--- config.mk ---
export PLATFORM = sky130hd
export DESIGN_NAME = pmod_input_filter
export DESIGN_NICKNAME = d
export VERILOG_FILES = /design/src/rtl/pmod_input_filter_pkg.sv /design/src/rtl/pmod_filter_bit.sv /design/src/rtl/pmod_input_filter.sv
export SDC_FILE = /design/constraint.sdc
export NUM_CORES = 1
export LEC_CHECK = 0
export ABC_CLOCK_PERIOD_IN_PS = 4100
export CORE_ASPECT_RATIO = 1.1
export CORE_MARGIN = 3
export CORE_UTILIZATION = 56
export CTS_BUF_LIST = sky130_fd_sc_hd__clkbuf_4 sky130_fd_sc_hd__clkbuf_8 sky130_fd_sc_hd__clkbuf_16
export DETAILED_ROUTE_END_ITERATION = 16
export PLACE_DENSITY = 0.77
export SLEW_MARGIN = 20
export SYNTH_ARGS = -nofsm -noshare
export SYNTH_HDL_FRONTEND = slang
export SYNTH_HIERARCHICAL = 1
export SYNTH_SLANG_ARGS = --single-unit
--- constraint.sdc ---
create_clock -name clk_125mhz -period 4.1 [get_ports clk_125mhz]
set_input_delay 0.41 -clock clk_125mhz [delete_from_list [all_inputs] [get_ports clk_125mhz]]
set_output_delay 0.41 -clock clk_125mhz [all_outputs]
set_load 0.01 [all_outputs]
--- src/rtl/pmod_input_filter_pkg.sv ---
`default_nettype none
// ============================================================================
// Module      : pmod_input_filter_pkg
// Description : Shared constants and a saturating-add helper for the PMOD
//               input conditioning stage.
// Revision    : 1.0 - initial release
// ============================================================================
package pmod_input_filter_pkg;

  // 10 us acceptance window at 125 MHz
  localparam int FILT_CYCLES_10US = 1250;

  // Ceiling of the diagnostic glitch counter
  localparam logic [15:0] GLITCH_MAX = 16'hFFFF;

  // Width of the per-bit rise/fall stretch counter (covers any legal STRETCH)
  localparam int STRETCH_W = 16;

  // 16-bit add that clamps at GLITCH_MAX instead of wrapping
  function automatic logic [15:0] sat_add16(input logic [15:0] a, input logic [15:0] b);
    logic [16:0] sum;
    sum = {1'b0, a} + {1'b0, b};
    return sum[16] ? GLITCH_MAX : sum[15:0];
  endfunction

endpackage
`default_nettype wire

--- src/rtl/pmod_filter_bit.sv ---
`default_nettype none
// ============================================================================
// Module      : pmod_filter_bit
// Description : One pin of the input filter: 2-flop synchroniser, persistence
//               counter, debounced level, stretched rise/fall flags and a
//               reject strobe for the glitch statistics.
// Revision    : 1.0 - initial release
// ============================================================================
module pmod_filter_bit
  import pmod_input_filter_pkg::*;
#(
  parameter int   FILT_CYCLES = FILT_CYCLES_10US,
  parameter int   CNT_W       = 11,
  parameter int   STRETCH     = 2,
  parameter logic INIT        = 1'b0
) (
  input  logic clk_125mhz,
  input  logic reset,
  input  logic din,
  output logic dout,
  output logic rise,
  output logic fall,
  output logic reject
);

  logic                 sync1;
  logic                 sync2;
  logic [CNT_W-1:0]     cnt;
  logic [STRETCH_W-1:0] stretch_cnt;
  logic                 pulse_up;

  logic pending;
  logic differs;
  logic accept;

  // cnt != 0 is the PEND state; cnt == 0 is STABLE
  assign pending = (cnt != '0);
  assign differs = (sync2 != dout);
  assign accept  = differs && (cnt == CNT_W'(FILT_CYCLES - 1));
  // The new level collapsed back before reaching the acceptance count
  assign reject  = pending && !differs;

  // Two-stage synchroniser for the asynchronous pin
  always_ff @(posedge clk_125mhz or posedge reset) begin
    if (reset) begin
      sync1 <= INIT;
      sync2 <= INIT;
    end else begin
      sync1 <= din;
      sync2 <= sync1;
    end
  end

  // Persistence counter and debounced level
  always_ff @(posedge clk_125mhz or posedge reset) begin
    if (reset) begin
      cnt  <= '0;
      dout <= INIT;
    end else if (accept) begin
      cnt  <= '0;
      dout <= sync2;
    end else if (differs) begin
      cnt  <= cnt + CNT_W'(1);
    end else begin
      cnt  <= '0;
    end
  end

  // Stretch counter: holds the edge flag for STRETCH cycles after an accept
  always_ff @(posedge clk_125mhz or posedge reset) begin
    if (reset) begin
      stretch_cnt <= '0;
      pulse_up    <= 1'b0;
    end else if (accept) begin
      stretch_cnt <= STRETCH_W'(STRETCH);
      pulse_up    <= sync2;
    end else if (stretch_cnt != '0) begin
      stretch_cnt <= stretch_cnt - STRETCH_W'(1);
    end
  end

  assign rise = (stretch_cnt != '0) &&  pulse_up;
  assign fall = (stretch_cnt != '0) && !pulse_up;

endmodule
`default_nettype wire

--- src/rtl/pmod_input_filter.sv ---
`default_nettype none
// ============================================================================
// Module      : pmod_input_filter
// Description : Synchronise and debounce WIDTH raw PMOD pins, produce clean
//               levels, stretched edge flags, an any-change flag and a
//               saturating count of rejected glitches.
//               Legal setup: FILT_CYCLES >= 4, 2**CNT_W > FILT_CYCLES,
//               2 <= STRETCH <= FILT_CYCLES.
// Revision    : 1.0 - initial release
// ============================================================================
module pmod_input_filter
  import pmod_input_filter_pkg::*;
#(
  parameter int   WIDTH       = 8,
  parameter int   FILT_CYCLES = FILT_CYCLES_10US,
  parameter int   CNT_W       = 11,
  parameter int   STRETCH     = 2,
  parameter logic INIT        = 1'b0
) (
  input  logic             clk_125mhz,
  input  logic             reset,
  input  logic [WIDTH-1:0] din,
  input  logic             glitch_clr,
  output logic [WIDTH-1:0] dout,
  output logic [WIDTH-1:0] rise,
  output logic [WIDTH-1:0] fall,
  output logic             changed,
  output logic [15:0]      glitch_cnt
);

  logic [WIDTH-1:0] rejects;
  logic [15:0]      reject_pop;

  for (genvar i = 0; i < WIDTH; i++) begin : g_bit
    pmod_filter_bit #(
      .FILT_CYCLES (FILT_CYCLES),
      .CNT_W       (CNT_W),
      .STRETCH     (STRETCH),
      .INIT        (INIT)
    ) u_bit (
      .clk_125mhz (clk_125mhz),
      .reset      (reset),
      .din        (din[i]),
      .dout       (dout[i]),
      .rise       (rise[i]),
      .fall       (fall[i]),
      .reject     (rejects[i])
    );
  end

  // Number of bits rejecting a pending level this cycle
  always_comb begin
    reject_pop = '0;
    for (int i = 0; i < WIDTH; i++) begin
      reject_pop = reject_pop + 16'(rejects[i]);
    end
  end

  // Saturating glitch counter; a clear discards same-cycle increments
  always_ff @(posedge clk_125mhz or posedge reset) begin
    if (reset) begin
      glitch_cnt <= '0;
    end else if (glitch_clr) begin
      glitch_cnt <= '0;
    end else begin
      glitch_cnt <= sat_add16(glitch_cnt, reject_pop);
    end
  end

  assign changed = |(rise | fall);

endmodule
`default_nettype wire

Word-level counts from Yosys, hierarchy flattened
Cells that the tools add are included.
{"block": "word_totals", "elab_cells": 189, "register_bits": 256, "output_inout_bits": 41, "in_bits": 11}
{"block": "classes", "n_eq_ne": 16, "add_sub_neg": 24, "bitwise": 1, "reduce_logical": 73, "mux": 34}
{"cell": "2-to-1 mux 16 bit", "count": 18}
{"cell": "2-to-1 mux 11 bit", "count": 16}
{"cell": "nonzero test 16 bit", "count": 8}
{"cell": "subtractor 16 x 1 -> 16 bit, second input constant", "count": 8}
{"cell": "adder 11 x 1 -> 11 bit, second input constant", "count": 8}
{"cell": "== test 11 bit, second input constant", "count": 8}
{"cell": "nonzero test 11 bit", "count": 8}
{"cell": "logical AND 1 bit", "count": 32}
{"cell": "adder 16 x 8 -> 17 bit", "count": 1}
{"cell": "zero test 1 bit", "count": 16}
{"cell": "nonzero test 2 bit", "count": 8}
{"cell": "adder 7 x 1 -> 8 bit", "count": 1}
{"cell": "!= test 1 bit", "count": 8}
{"cell": "bitwise OR 8 bit", "count": 1}
{"cell": "OR reduction 8 bit", "count": 1}
{"cell": "adder 6 x 1 -> 7 bit", "count": 1}
{"cell": "adder 5 x 1 -> 6 bit", "count": 1}
{"cell": "adder 4 x 1 -> 5 bit", "count": 1}
{"cell": "adder 3 x 1 -> 4 bit", "count": 1}
{"cell": "adder 2 x 1 -> 3 bit", "count": 1}
{"cell": "adder 1 x 1 -> 2 bit", "count": 1}

Depth between registers and ports, before layout
{"block": "depth", "word_depth": 13, "depth_mapped": 16, "depth_no_buf": 16}

Cells and area by module
Netlist, hierarchy kept.
{"mod": "pmod_filter_bit at g_bit[0].u_bit ...", "seq_area_each_um2": 750.7, "instances": 7, "cells_per_inst": 167, "area_each_um2": 1627.8}
{"mod": "pmod_filter_bit at g_bit[1].u_bit", "seq_area_each_um2": 750.7, "instances": 1, "cells_per_inst": 165, "area_each_um2": 1631.6}
{"mod": "pmod_input_filter", "seq_area_each_um2": 400.4, "instances": 1, "cells_per_inst": 108, "area_each_um2": 1114.8}

Worst setup path before layout
OpenSTA, ideal clock, no wires.
{"block": "synth_timing", "path_type": "register to register", "startpoint": "reg g_bit[0].u_bit.cnt[8]", "endpoint": "reg glitch_cnt[11]", "slack_ps": 180, "path_buffers": 1, "setup_ps": 78, "path_stages_with_launch": 16, "period_less_slack_ps": 3920, "required_time_ps": 4022, "t_arrival_ps": 3843, "path_cell_list": "dfrtp_1 -> nor3_1 -> and4_1 -> nor2_1 -> fa_1 -> inv_1 -> fa_1 -> fa_1 -> fa_1 -> inv_1 -> fa_1 -> nand3_2 -> a211oi_4 -> nand3_2 -> buf_6 -> a21oi_2"}
{"block": "synth_between", "elab_chain_len": 12}
{"item": "from (decl)", "line_no": "pmod_filter_bit.sv:28", "source": "logic [CNT_W-1:0] cnt;"}
{"item": "from (signal assigned)", "line_no": "pmod_filter_bit.sv:63", "source": "cnt <= cnt + CNT_W'(1);"}
{"item": "nonzero test 11 bit", "line_no": "pmod_filter_bit.sv:37", "source": "assign pending = (cnt != '0);"}
{"item": "logical AND 1 bit", "line_no": "pmod_filter_bit.sv:41", "source": "assign reject = pending && !differs;"}
{"item": "net rejects[0]", "line_no": "pmod_input_filter.sv:31", "source": "logic [WIDTH-1:0] rejects;"}
{"item": "adder 1 x 1 -> 2 bit", "line_no": "pmod_input_filter.sv:55", "source": "reject_pop = reject_pop + 16'(rejects[i]);"}
{"item": "adder 2 x 1 -> 3 bit", "line_no": "pmod_input_filter.sv:55"}
{"item": "adder 3 x 1 -> 4 bit", "line_no": "pmod_input_filter.sv:55"}
{"item": "adder 4 x 1 -> 5 bit", "line_no": "pmod_input_filter.sv:55"}
{"item": "adder 5 x 1 -> 6 bit", "line_no": "pmod_input_filter.sv:55"}
{"item": "adder 6 x 1 -> 7 bit", "line_no": "pmod_input_filter.sv:55"}
{"item": "adder 7 x 1 -> 8 bit", "line_no": "pmod_input_filter.sv:55"}
{"item": "adder 16 x 8 -> 17 bit", "line_no": "pmod_input_filter_pkg.sv:22", "source": "sum = {1'b0, a} + {1'b0, b};"}
{"item": "2-to-1 mux 16 bit", "line_no": "pmod_input_filter_pkg.sv:23", "source": "return sum[16] ? GLITCH_MAX : sum[15:0];"}
{"item": "2-to-1 mux 16 bit", "line_no": "pmod_input_filter.sv:63", "source": "end else if (glitch_clr) begin"}
{"item": "to (signal assigned)", "line_no": "pmod_input_filter.sv:66", "source": "glitch_cnt <= sat_add16(glitch_cnt, reject_pop);"}
{"item": "to (decl)", "line_no": "pmod_input_filter.sv:28", "source": "output logic [15:0] glitch_cnt"}
The timed path passes the listed nets, and every way through them passes these cells.
A chain may end at the register's enable or synchronous reset.

Worst setup path in the final report
{"block": "layout_timing", "startpoint": "reg g_bit[2].u_bit.cnt[7]", "endpoint": "reg glitch_cnt[14]"}
{"block": "layout_between", "elab_chain_len": 11}
{"item": "from (decl)", "line_no": "pmod_filter_bit.sv:28"}
{"item": "from (signal assigned)", "line_no": "pmod_filter_bit.sv:63"}
{"item": "nonzero test 11 bit", "line_no": "pmod_filter_bit.sv:37"}
{"item": "logical AND 1 bit", "line_no": "pmod_filter_bit.sv:41"}
{"item": "net rejects[2]", "line_no": "pmod_input_filter.sv:31"}
{"item": "adder 2 x 1 -> 3 bit", "line_no": "pmod_input_filter.sv:55"}
{"item": "adder 3 x 1 -> 4 bit", "line_no": "pmod_input_filter.sv:55"}
{"item": "adder 4 x 1 -> 5 bit", "line_no": "pmod_input_filter.sv:55"}
{"item": "adder 5 x 1 -> 6 bit", "line_no": "pmod_input_filter.sv:55"}
{"item": "adder 6 x 1 -> 7 bit", "line_no": "pmod_input_filter.sv:55"}
{"item": "adder 7 x 1 -> 8 bit", "line_no": "pmod_input_filter.sv:55"}
{"item": "adder 16 x 8 -> 17 bit", "line_no": "pmod_input_filter_pkg.sv:22"}
{"item": "2-to-1 mux 16 bit", "line_no": "pmod_input_filter_pkg.sv:23"}
{"item": "2-to-1 mux 16 bit", "line_no": "pmod_input_filter.sv:63"}
The timed path passes the listed nets, and every way through them passes these cells.

==> flow_metrics.py <==
metrics = {
    "job": {
        "max_cap_violations": 0,
    },
    "cells_and_area": {
        "area_growth_pct": 14.4,
        "ff_latch_area_sq_um": 6410,
        "num-fill-cells": 1938,
        "final_nets": 1565,
        "drive_gt1_frac": 0.117,
        "fin_area_sq_um": 16200,
        "multi_input_area_sq_um": 7250,
        "num_antenna_cells": 0,
    },
    "routing": {
        "drc_errors": 0,
        "via_count": 11000,
        "avgViaCountPerCell": 5.95,
        "drt_wl_total_mm": 29.3,
        "drt-initial-drc-count": 731,
        "dr.pass1.iters": 4,
        "ant_nets": 0,
        "routedWlPerCell_um": 15.9,
    },
    "power": {
        "ir_drop_uv": 431,
        "sw_frac_of_total": 0.227,
        "power.total_mw": 5.67,
        "pwr-share-comb": 0.078,
        "leakagePower_nw": 7.75,
        "netSwitchingPower_mw": 1.29,
        "power-per-cell-area_nw_per_um2": 350,
        "p_int_mw": 4.38,
        "clkPwrFrac": 0.461,
        "power_frac_seq": 0.461,
    },
    "synth": {
        "ys_top_cells_by_count": "dfrtp_1, nor2_1, nand2_1",
        "syn_avg_cell_area_sq_um": 9.81,
        "synth_edf_count": 0,
        "synthFlopType": "dfrtp_1",
        "synth_top_area_frac": 0.453,
        "synth_cell_types": 62,
        "netlist_area_sq_um": 14100,
        "syn_inst": 1442,
        "yosysTopAreaCell": "dfrtp_1",
        "synthTopCellsByArea": "dfrtp_1, nor2_1, ha_1",
        "syn_nets": 1496,
        "synth.most_common_cell": "dfrtp_1",
        "yosys_warnings": 6,
        "synthArstFlopShare": 1.00,
        "synth_seq_area_share": 0.453,
        "ys_ff_latch": 256,
    },
    "timing": {
        "rsz0062_at_grt": "true",
        "hold_violations": 0,
        "fin_crit_ns": 4.08,
        "drv_slew": 0,
        "worstMarginPinSlew_ns": 0.976,
        "fin_ws_ns": 0.0207,
        "fin_crit_sh": 0.995,
        "slew_headroom": 0.347,
        "setup_viol": 0,
        "fmax_ghz": 0.245,
        "finalClockSkew_ns": 0.00956,
    },
    "setup_path": {
        "end_kind": "register",
        "path_buf_inv": 2,
        "crit_top_cell": "fa_1",
        "max_stage_delay_ns": 0.51,
        "rr_endpoint": "glitch_cnt[14]",
        "cp_slowest_cell": "fa_1",
        "worstPathCellList": "nor4_2, and4_1, nor2_1, fa_1, inv_1, fa_1, fa_1, fa_2, inv_2, fa_2, nand3_4, a211oi_4, nand3_1, nor3b_2, nor3_1",
        "crit_start": "g_bit[2].u_bit/cnt[7]",
        "cp_num_cells": 15,
        "r2r_cells": 15,
        "crit_arrival_ns": 4.46,
        "start_kind": "register",
        "crit_path_end": "glitch_cnt[14]",
        "crit_family": "adder cells",
        "worstSetupPathType": "register to register",
        "rrSetupSlack_ns": 0.02,
        "crit_required_ns": 4.48,
        "worstPathMaxFanout": 5,
        "r2r-start": "g_bit[2].u_bit/cnt[7]",
    },
    "die": {
        "core.rowCount": 60,
        "die_h_um": 173,
        "start_util": 0.574,
        "io_pins": 52,
        "core_sq_um": 24600,
        "die_x_um": 158,
        "die_area_sq_um": 27200,
    },
    "worst_hold_path": {
        "min-delay-start": "din[6]",
        "min_path_type": "primary input to register",
    },
    "clock_tree": {
        "cts_sinks": 256,
        "ctsHoldBuffers": 0,
        "clock_path_buffers": 3,
        "cts_root_buffer": "clkbuf_16",
        "cts.htree.levels": 1,
        "cts_made_buffers": 28,
        "clock_latency_ns": 0.53,
        "cts_tree": "yes",
        "path_clk_slew_ns": 0.06,
    },
    "placement": {
        "place_area_sq_um": 15100,
        "hpwl_mm": 20.3,
        "portBuffers": 51,
        "globalplace.congestion": 0.858,
        "pre_cts_slack_ns": -0.150,
    },
    "outcome": {
        "outcome": "finished clean",
    },
    "grt": {
        "antenna_found_initial": 0,
        "grt_pass1_vias": 10800,
        "grtUsageTotal": 0.219,
        "grt_pass1_wl_mm": 51.0,
        "grt_overflow": 0,
        "grt_max_degree": 31,
    },
}
## power by group through the flow
stage,Combinational [mW],Sequential (mW),Clock [mW]
floorplan,0.269,2.66,0
global placement,0.409,2.66,0
detailed placement,0.425,2.66,0
CTS,0.436,2.61,2.69
global route,0.511,2.62,2.79
finish,0.445,2.61,2.61
## cells by family (layout without fill, tap and decap cells)
| kind of cell | Yosys count | count (layout) | share of synthesized area |
|---|---|---|---|
| simple gates | 701 | 701 | 0.278 |
| flops | 256 | 256 | 0.453 |
| compound gates | 183 | 183 | 0.106 |
| buf+inv | 129 | 219 | 0.0374 |
| xor+xnor | 97 | 97 | 0.0601 |
| fa+ha+maj | 43 | 43 | 0.0407 |
| mux | 33 | 33 | 0.0241 |
## routing by layer
metal	vias up	global-route usage	wire, um
li1	5362	-	-
met1	5387	0.299	13400
met2	147	0.369	14300
met3	57	0.0275	838
met4	0	0.0604	706
met5	-	0	0
## what timing repair did
action / in CTS / in global routing
endpoints found under the setup margin: 15 / 17
setup buffers: 2 / 1
pin swaps: 4 / 3
resized for setup: 7 / 6
## worst reg2reg max path: cells and delay by family (launching register included)
| family | cells | cell delay, ns |
|---|---|---|
| AOI/OAI and AO/OA | 1 | 0.32 |
| adders and majority gates | 5 | 2.04 |
| buffers and inverters | 2 | 0.12 |
| DFF | 1 | 0.39 |
| and+or+nand+nor | 7 | 1.07 |
## stage by stage
step,hold slack (ns),utilization,std cells,setup TNS (ns)
final,0.314,0.657,1842,0
after global placement,0.333,0.614,1788,-0.0514
after CTS,0.289,0.656,1841,-0.302
after floorplan,0.324,-,1442,0
after global routing,0.301,0.657,1842,-2.50
after detailed placement,0.340,0.614,1788,-1.14
## how the worst min path moves through the flow
stage	slack, ns	cells after the start	to
global route	0.30	1	g_bit[6].u_bit/sync1
global placement	0.33	0	g_bit[5].u_bit/sync2
floorplan	0.32	1	glitch_cnt[0]
CTS	0.29	1	g_bit[6].u_bit/sync1
finish	0.31	1	g_bit[6].u_bit/sync1
detailed placement	0.34	0	g_bit[5].u_bit/sync2
## cells in the final DEF (no fill, tap or decap), drive strengths merged, types with 10 or more instances in the layout
cell type,Yosys,final
a21oi,48,48
and3,38,38
and4,30,30
buf,18,49
clkbuf,43,43
clkdlybuf4s50,0,51
dfrtp,256,256
ha,38,38
inv,68,68
mux2i,25,25
nand2,107,107
nand2b,41,41
nand3,38,38
nand4,48,48
nor2,170,170
nor2b,31,31
nor3,52,52
nor4,41,41
o211ai,22,22
o21ai,19,19
o311ai,28,28
o31ai,10,10
o41ai,29,29
or3,26,26
or4,40,40
xnor2,53,53
xor2,44,44
## area by class of cell
| class | instances | share of cell area |
|---|---|---|
| Clock buffer | 43 | 0.0552 |
| Clock inverter | 8 | 0.00611 |
| Inverter | 68 | 0.0158 |
| Multi-Input combinational cell | 1057 | 0.448 |
| Sequential cell | 256 | 0.396 |
| Tap cell | 310 | 0.0240 |
| Timing Repair Buffer | 100 | 0.0548 |
## flip-flops by register name (all words and copies together), names as in the netlist
name and flops:
g_bit.u_bit/cnt 88, g_bit.u_bit/sync1 8, g_bit.u_bit/stretch_cnt 128, g_bit.u_bit/pulse_up 8
g_bit.u_bit/sync2 8, glitch_cnt 16
Power figures use the tool's default switching activity.
